===== src/rtl/instr_encoder_loader.sv =====
// MIPS instruction encoder feeding an instruction-memory write port, filling words from address 0.
// Optional build macro ENC_NOP_PAD_EN appends a NOP word after finish to reserve the branch delay slot.
module instr_encoder_loader #(
  parameter int ADDR_W = 8
) (
  input  logic              clk_i,
  input  logic              rst_i,
  input  logic              start_i,
  input  logic              finish_i,
  input  logic              in_valid_i,
  output logic              in_ready_o,
  input  logic [3:0]        op_sel_i,
  input  logic [4:0]        rs_i,
  input  logic [4:0]        rt_i,
  input  logic [4:0]        rd_i,
  input  logic [4:0]        shamt_i,
  input  logic [15:0]       imm_i,
  output logic              wr_en_o,
  output logic [ADDR_W-1:0] wr_addr_o,
  output logic [31:0]       wr_data_o,
  output logic [ADDR_W:0]   count_o,
  output logic              done_o,
  output logic              full_o,
  output logic              err_op_o
);

  typedef enum logic [2:0] {
    S_IDLE,
    S_RUN,
    S_PAD,
    S_FLUSH,
    S_DONE
  } state_t;

  // count_q doubles as the write pointer; its top bit only sets once memory is full.
  localparam logic [ADDR_W:0] LAST_IDX = {1'b0, {ADDR_W{1'b1}}};

  state_t              state_q;
  logic                wr_en_q;
  logic [ADDR_W-1:0]   wr_addr_q;
  logic [31:0]         wr_data_q;
  logic [ADDR_W:0]     count_q;
  logic                done_q;
  logic                full_q;
  logic                err_op_q;

  logic [31:0]         word_d;
  logic                legal_d;
  logic                accept;
  logic                fills;

  always_comb begin
    word_d  = '0;
    legal_d = 1'b1;
    case (op_sel_i)
      4'd0:  word_d = {6'h00, rs_i, rt_i, rd_i, 5'd0, 6'h20};
      4'd1:  word_d = {6'h00, rs_i, rt_i, rd_i, 5'd0, 6'h22};
      4'd2:  word_d = {6'h00, rs_i, rt_i, rd_i, 5'd0, 6'h24};
      4'd3:  word_d = {6'h00, rs_i, rt_i, rd_i, 5'd0, 6'h25};
      4'd4:  word_d = {6'h00, 5'd0, rt_i, rd_i, shamt_i, 6'h00};
      4'd5:  word_d = {6'h00, 5'd0, rt_i, rd_i, shamt_i, 6'h02};
      4'd6:  word_d = {6'h00, rs_i, rt_i, rd_i, 5'd0, 6'h2A};
      4'd7:  word_d = {6'h08, rs_i, rt_i, imm_i};
      4'd8:  word_d = {6'h0C, rs_i, rt_i, imm_i};
      4'd9:  word_d = {6'h0D, rs_i, rt_i, imm_i};
      4'd10: word_d = {6'h23, rs_i, rt_i, imm_i};
      4'd11: word_d = {6'h2B, rs_i, rt_i, imm_i};
      4'd12: word_d = {6'h04, rs_i, rt_i, imm_i};
      4'd13: word_d = {6'h05, rs_i, rt_i, imm_i};
      default: legal_d = 1'b0;
    endcase
  end

  assign in_ready_o = (state_q == S_RUN) && !full_q;
  assign accept     = in_valid_i && in_ready_o;
  assign fills      = accept && legal_d && (count_q == LAST_IDX);

  always_ff @(posedge clk_i or posedge rst_i) begin
    if (rst_i) begin
      state_q   <= S_IDLE;
      wr_en_q   <= 1'b0;
      wr_addr_q <= '0;
      wr_data_q <= '0;
      count_q   <= '0;
      done_q    <= 1'b0;
      full_q    <= 1'b0;
      err_op_q  <= 1'b0;
    end else begin
      wr_en_q  <= 1'b0;
      err_op_q <= 1'b0;
      case (state_q)
        S_IDLE, S_DONE: begin
          if (start_i) begin
            state_q <= S_RUN;
            count_q <= '0;
            done_q  <= 1'b0;
            full_q  <= 1'b0;
          end
        end
        S_RUN: begin
          if (accept) begin
            if (legal_d) begin
              wr_en_q   <= 1'b1;
              wr_addr_q <= count_q[ADDR_W-1:0];
              wr_data_q <= word_d;
              count_q   <= count_q + 1'b1;
            end else begin
              err_op_q <= 1'b1;
            end
          end
          // Filling the memory wins over finish, which also skips any pad.
          if (fills) begin
            full_q  <= 1'b1;
            done_q  <= 1'b1;
            state_q <= S_DONE;
          end else if (finish_i) begin
`ifdef ENC_NOP_PAD_EN
            state_q <= S_PAD;
`else
            if (accept && legal_d) begin
              state_q <= S_FLUSH;
            end else begin
              done_q  <= 1'b1;
              state_q <= S_DONE;
            end
`endif
          end
        end
`ifdef ENC_NOP_PAD_EN
        S_PAD: begin
          wr_en_q   <= 1'b1;
          wr_addr_q <= count_q[ADDR_W-1:0];
          wr_data_q <= '0;
          count_q   <= count_q + 1'b1;
          if (count_q == LAST_IDX) full_q <= 1'b1;
          state_q   <= S_FLUSH;
        end
`endif
        S_FLUSH: begin
          done_q  <= 1'b1;
          state_q <= S_DONE;
        end
        default: state_q <= S_IDLE;
      endcase
    end
  end

  assign wr_en_o   = wr_en_q;
  assign wr_addr_o = wr_addr_q;
  assign wr_data_o = wr_data_q;
  assign count_o   = count_q;
  assign done_o    = done_q;
  assign full_o    = full_q;
  assign err_op_o  = err_op_q;

endmodule


===== config.mk =====
export PLATFORM = sky130hd
export DESIGN_NAME = instr_encoder_loader
export DESIGN_NICKNAME = d
export VERILOG_FILES = /design/src/rtl/instr_encoder_loader.sv
export SDC_FILE = /design/constraint.sdc
export NUM_CORES = 1
export LEC_CHECK = 0
export CAP_MARGIN = 30
export CORE_MARGIN = 1.5
export CORE_UTILIZATION = 40
export CTS_CLUSTER_SIZE = 40
export DETAILED_ROUTE_END_ITERATION = 16
export PLACE_DENSITY = 0.78
export RECOVER_POWER = 50
export SYNTH_ARGS = -nofsm -noshare
export SYNTH_HDL_FRONTEND = slang
export SYNTH_SLANG_ARGS = --single-unit
export TNS_END_PERCENT = 50

===== constraint.sdc =====
create_clock -name clk_i -period 1.8 [get_ports clk_i]
set_input_delay 0.27 -clock clk_i [delete_from_list [all_inputs] [get_ports clk_i]]
set_output_delay 0.27 -clock clk_i [all_outputs]
set_load 0.02 [all_outputs]

==> summary.md, run 1 <==
| Metric | Value |
|---|---|
| Status | `finished clean` |
| Final hold violations | `0` |
| Htree depth | `2` |
| Async SR Flop Fraction | `100%` |
| Clock Skews | `between 10 and 15 ps` |
| Post-Layout Cell Count | `around 440` |
| Distinct cells, synth | `50` |
| Syn. warnings | `0` |
| Post-synthesis compound-gate area fraction | `between 10% and 20%` |
| Layout cells sized above 1 | `between 10% and 20%` |
| CP max stage cell | `clkdlybuf4s50_1` |
| Crit path largest cell delay | `around 650 ps` |
| Startpoint Class | `flop` |
| Total routed wirelength | `between 6000 and 7000 um` |
| Fillers | `about 520` |
| Placed cells | `~430` |
| RSZ-0062 raised after global routing | `false` |
| DIE HEIGHT | `83.1 um` |
| Max Fclk | `roughly 0.58 GHz` |
| Cts hold-fix bufs | `0` |
| Routed vias/inst | `between 5 and 6` |
| Ports | `slightly below 100` |
| Final count of pins violating max slew | `0` |
| DRT antenna net count | `0` |
| Synth-to-layout area growth | `53.1%` |
| Pre-CTS setup slack | `-106 ps` |
| Mux contribution to synthesized area | `7.65%` |
| Clock Sinks | `54` |
| Arr. time, crit path | `1450 ps` |
| EDFF count, synth | `0` |
| Setup Crit Path Kind | `flop to primary output` |
| Die Area | `~0.0069 mm2` |
| Leak | `around 1.8 nW` |
| Power Density | `1350 mW/mm2` |
| Clock slew at reported path FFs | `110 ps` |
| Cells along the critical path | `clkdlybuf4s50_1` |
| Number of global-route vias before repair | `2,453` |
| Min Tclk post-route | `between 1500 and 2000 ps` |
| Final Util | `a little over three fifths` |
| CP Data Required Time | `about 1500 ps` |
| First-pass GRT wire length | `between 10,000 and 15,000 um` |
| CP endpoint kind | `primary output` |
| FF+latch count, synth | `between 50 and 60` |
| Crit-path max FO | `6` |
| Nets | `~410` |
| Gpl congestion | `approximately 0.8` |
| Register area share after synthesis | `around 53%` |
| Initial DRT Pass Iterations | `4` |
| Post-Syn Nets | `~290` |
| Synth Area in Adders | `less than 1%` |
| Core ar. | `around 0.0063 mm2` |
| DP Wirelength | `about 5000 um` |
| Ys flop type | `dfrtp_1` |
| Simple-Gate Fraction of Synth Area | `roughly 13%` |
| Final period utilization | `between 90% and 100%` |
| Mean Syn Cell Area | `10.7 um2` |
| MaxCap Viol Count | `0` |
| Power Total | `about 5.3 mW` |
| CTS tree | `yes` |
| Postcts setup bufs | `0` |
| CP top delay family | `buffers and inverters` |
| Cts bufs inserted | `5` |
| Setup violators final | `0` |
| Cell Area, Synth | `between 0.002 and 0.003 mm2` |
| X dimension of the die | `83.1 um` |
| Main combinational cell family by area after synthesis | `compound AO/OA/AOI/OAI gates` |
| Rel. slew slack | `around 25%` |
| VDD IR max | `~0.00089 V` |
| Post-route setup slack | `83.1 ps` |
| Synth Area in XOR/XNOR | `between 1 and 1.5%` |
| Post-Synthesis Cells | `240` |
| Min-Delay Path Class | `flop to flop` |
| Antenna violations before repair | `0` |
| Grt ovf | `0` |
| # port buffers | `97` |
| WHS Path Cells | `1` |
| Initial DRC count | `90` |
| Worst slew pin tran | `approximately 1100 ps` |
| Setup TNS | `0 ps` |
| FF-to-FF path depth | `5` |
| Clock Path Buffers | `2` |
| Clock Latency Late Sink | `310 ps` |
| All-Layer GR Usage | `20.5%` |
| Levels on crit path | `1` |
| Clock root buffer | `clkbuf_8` |
| Initial Util | `40.9%` |
| Rows | `29` |
| CP Buf/Inv Count | `1` |
| Residual DRC | `0` |
| Largest net degree at the start of global routing | `34` |
| Vias | `roughly 2,400` |
| Antenna diodes | `0` |
| Wire per inst | `between 15 and 20 um` |
-- synthesized netlist by cell type (7+ instances only) --
| cell type | number | share of area (%) |
|---|---|---|
| inv_1 | 9 | 1.3 |
| nor2_1 | 14 | 2.0 |
| a22o_1 | 10 | 3.4 |
| o21ai_0 | 15 | 2.9 |
| dfrtp_1 | 54 | 53 |
| clkbuf_1 | 7 | 1.0 |
| nand2_1 | 19 | 2.8 |
| o22ai_1 | 7 | 1.7 |
| mux2_2 | 13 | 5.7 |
| a22oi_1 | 10 | 2.9 |
| a21oi_1 | 7 | 1.4 |
| nand3_1 | 11 | 2.1 |
-- path summary, 6_finish.rpt --
| kind | from | endpoint | slack (ps) |
|---|---|---|---|
| min in group asynchronous | rst_i | wr_data_o[2] | 650 |
| worst max-delay path | count_o[2] | count_o[2] | 80 |
| max in group asynchronous | rst_i | count_o[0] | 320 |
| worst max register to register | state_q[1] | wr_data_o[17] | 120 |
| worst min register to register | wr_data_o[5] | wr_data_o[5] | 490 |
| worst min-delay path | wr_data_o[5] | wr_data_o[5] | 490 |
-- cells by family after synthesis --
logic type      after synthesis
compound gates               72
fa+ha+maj                     2
buf+inv                      26
other cells                   1
mux                          18
flops                        54
xor+xnor                      4
simple gates                 63
-- cells in the final DEF (no fill, tap or decap), drive strengths merged, types with 7 or more instances in the layout --
cell,n
mux2,13
o22ai,7
o21ai,15
buf,30
clkdlybuf4s50,75
a21oi,7
a22oi,10
dlygate4sd3,21
nand3,11
clkbuf,9
nand2,19
inv,9
a22o,10
dfrtp,54
nor2,14
-- flip-flops by register name, indices dropped and copies added, names as in the netlist --
signal and flops:
err_op_o 1, done_o 1, full_o 1, wr_addr_o 8
wr_en_o 1, count_o 9, wr_data_o 30, state_q 3
-- stage by stage --
step	hold slack [ps]	area, um2
4_1_cts	300	3930
6_report	487	3930
5_1_grt	509	3930
3_3_place_gp	461	3810
3_5_place_dp	470	3810
2_1_floorplan	354	2570
-- power by group --
part	total, mW	switching [mW]	internal (mW)	leakage [nW]
Combinational	2.60	1.33	1.27	1.03
Sequential	1.87	0.242	1.62	0.695
Clock	0.843	0.420	0.422	0.0587
-- metal layers --
layer | wire, um | up-vias | part of all wire (%) | GRT usage, %
met1 | 2950 | 1184 | 43 | 26.7
li1 | - | 1125 | - | -
met2 | 3450 | 78 | 51 | 34.7
met5 | 0 | - | 0 | 0
met3 | 344 | 11 | 5.0 | 4.67
met4 | 82 | 0 | 1.2 | 5.15
-- area by class of cell --
cell class	count	area (um2)	share of cell area, %
timing repair buffer	130	1220	30.9
sequential	54	1350	34.4
multi-input combinational	160	1110	28.3
clock inverter	3	47.5	1.21
tap	77	96.3	2.45
inverter	10	37.5	0.955
clock buffer	5	68.8	1.75
-- repair_timing --
| action | CTS | global route |
|---|---|---|
| endpoints found under the setup margin | 1 | 19 |
| resized for setup | 2 | 4 |
| pin swaps | 0 | 1 |
Note: power is estimated with default switching activity, not from simulation.
==> run 2, diff against run 1 <==
Settings changed: CORE_UTILIZATION 40 to 41, CTS_BUF_LIST from default to sky130_fd_sc_hd__clkbuf_8, PLACE_DENSITY 0.78 to 0.8.
==> summary.md, run 2 (synthesis gave the netlist of run 1 again) <==
| Metric | Value |
|---|---|
| Most frequent cells in the layout | `clkdlybuf4s50_1, dfrtp_1, buf_4` |
| Crit path launch | `state_q[2]` |
| Total routed wirelength | `6480 um (-5.2%)` |
| DRT antenna net count | `0 (unchanged)` |
| Clock slew at reported path FFs | `100 ps (about the same)` |
| Power Density | `1380 mW/mm2 (+2.1%)` |
| Number of global-route vias before repair | `2,278 (-7.1%)` |
| Cts bufs inserted | `5 (unchanged)` |
| Initial DRT Pass Iterations | `4 (unchanged)` |
| Power share of the sequential group | `35.0% (-0.2 points)` |
| Final period utilization | `94.6% (-0.83 points)` |
| Initial Util | `42.9% (+2.0 points)` |
| Final count of pins violating max slew | `0 (unchanged)` |
| Dpl cell area | `0.00379 mm2 (-0.66%)` |
| Final hold violations | `0 (unchanged)` |
| Arr. time, crit path | `1910 ps (+460 ps)` |
| Crit-path max FO | `15 (+9)` |
| CP endpoint kind | `flop` |
| Reg-to-reg endpoint | `wr_data_o[28]` |
| Sw Share | `36.4% (-1.2 points)` |
| Rows | `28 (-3.4%)` |
| Post-Layout Cell Count | `434 (-1.1%)` |
| Setup violators final | `0 (unchanged)` |
| Gpl congestion | `0.850 (+3.6%)` |
| Setup Crit Path Kind | `flop to flop` |
| Grt ovf | `0 (unchanged)` |
| Design Area, Final | `0.00389 mm2 (-1.1%)` |
| Largest net degree at the start of global routing | `55 (+62%)` |
| FF-to-FF path depth | `6 (+1)` |
| Clock Sinks | `54 (unchanged)` |
| Clock root buffer | `clkbuf_8` |
| CP Data Required Time | `2000 ps (+470 ps)` |
| Rel. slew slack | `22.0% (-3.3 points)` |
| Antenna violations before repair | `0 (unchanged)` |
| Clock power frac | `18.3% (+2.4 points)` |
| Antenna diodes | `0 (unchanged)` |
| DP Wirelength | `4850 um (-4.0%)` |
| Residual DRC | `0 (unchanged)` |
| First-pass GRT wire length | `10,800 um (-6.6%)` |
| Most common cell after layout, fill and taps aside | `clkdlybuf4s50_1` |
| RSZ-0062 raised after global routing | `false` |
| All-Layer GR Usage | `21.1% (+0.61 points)` |
| WHS Path Cells | `1 (unchanged)` |
| Postcts setup bufs | `0 (unchanged)` |
| Clock Latency Late Sink | `310 ps (about the same)` |
| Clock Skews | `8.06 ps (-4.45 ps)` |
| R2r startpoint | `state_q[2]` |
| Worst slew pin tran | `1170 ps (+49.9 ps)` |
| Comb power frac | `46.7% (-2.2 points)` |
| VDD IR max | `0.000669 V (-25%)` |
| X dimension of the die | `82.1 um (-1.2%)` |
| Startpoint Class | `flop` |
| Vias | `2,298 (-4.2%)` |
| Leak | `1.76 nW (-1.6%)` |
| Setup TNS | `0 ps (unchanged)` |
| # port buffers | `97 (unchanged)` |
| Layout cells sized above 1 | `14.5% (-1.5 points)` |
| FF-to-FF setup slack | `100 ps (-20 ps)` |
| Htree depth | `2 (unchanged)` |
| Hold Path Sink | `wr_data_o[5]` |
| Clock Path Buffers | `2 (unchanged)` |
| Placed cells | `426 (-1.2%)` |
| Max FFs per register | `30 (unchanged)` |
| CTS tree | `yes` |
| Die Area | `0.00675 mm2 (-2.3%)` |
| Routed vias/inst | `5.29 (-3.1%)` |
| Min Tclk post-route | `1700 ps (-14.9 ps)` |
| Initial DRC count | `98 (+8.9%)` |
| Max Fclk | `0.588 GHz (+0.88%)` |
| DIE HEIGHT | `82.1 um (-1.2%)` |
| MaxCap Viol Count | `0 (unchanged)` |
| Status | `finished clean` |
| Power Total | `5.36 mW (+1.0%)` |
| P_sw | `1.95 mW (-2.1%)` |
| Ports | `99 (unchanged)` |
| Wire per inst | `14.9 um (-4.1%)` |
| Internal | `3.41 mW (+2.9%)` |
| Min-Delay Path Class | `flop to flop` |
| Hold Slack | `490 ps (+2.92 ps)` |
| Synth-to-layout area growth | `51.5%` |
| Core ar. | `0.00599 mm2 (-4.6%)` |
| Nets | `405 (-0.74%)` |
| Hold wc startpoint | `wr_data_o[5]` |
==> run 2: cell types whose count changed in the layout (fill, tap and decap cells not counted), moves of 3 or more <==
cell and delta:
dlygate4sd3_1 -3, clkdlybuf4s50_1 +3, clkbuf_1 +3, buf_4 -5
==> run 2: how the worst max path moves through the flow <==
| stage | slack (ps) | to | depth (start not counted) |
|---|---|---|---|
| after floorplan | 50 | count_o[5] | 6 |
| after CTS | 4 | in_ready_o | 3 |
| after global placement | -80 | wr_addr_o[7] | 5 |
| after detailed placement | -160 | wr_data_o[1] | 6 |
| final | 100 | wr_data_o[28] | 6 |
| after global routing | 10 | state_q[2] | 8 |
==> run 2: stage by stage <==
step | setup slack (ps) | utilization (%)
after detailed placement | -157 | 63.3
after global routing | 10.1 | 64.9
after floorplan | 54.5 | -
after CTS | 3.92 | 65.5
after global placement | -79.2 | 63.3
final | 98.0 | 64.9
==> run 2: critical path: stages (launching register included) <==
cell	delay (ps)
dfrtp_1	390
or3b_1	390
clkbuf_1	200
nor2_1	130
buf_4	220
nand2_1	70
a32o_1	200
==> run 2: final cells by class <==
cell class,count,area [um2]
multi-input cells,160,1100
repair buffers,127,1170
clock inverters,3,68.8
flip-flops and latches,54,1350
inverters,10,37.5
clock buffers,5,68.8
fillers,490,2100
well taps,75,93.8
==> run 2: repair_timing <==
item                                    CTS  global route
hold buffers                              0             0
pin swaps                                 0             1
gates resized for setup                   1             3
endpoints found under the setup margin    1             3
==> run 2: power by group through the flow <==
stage | clock network (mW) | registers (mW) | logic [mW]
5_1_grt | 1.05 | 1.93 | 2.71
6_report | 0.979 | 1.88 | 2.51
2_1_floorplan | 0 | 2.34 | 0.898
4_1_cts | 0.993 | 1.88 | 2.63
3_3_place_gp | 0 | 1.89 | 2.60
3_5_place_dp | 0 | 1.89 | 2.64
==> run 2: metal layers <==
metal	GRT usage [%]	wire, um	vias to the layer above
met5	0	0	-
met4	4.75	48	0
met3	5.27	381	5
met2	35.2	3170	65
met1	27.7	2880	1110
li1	-	-	1118
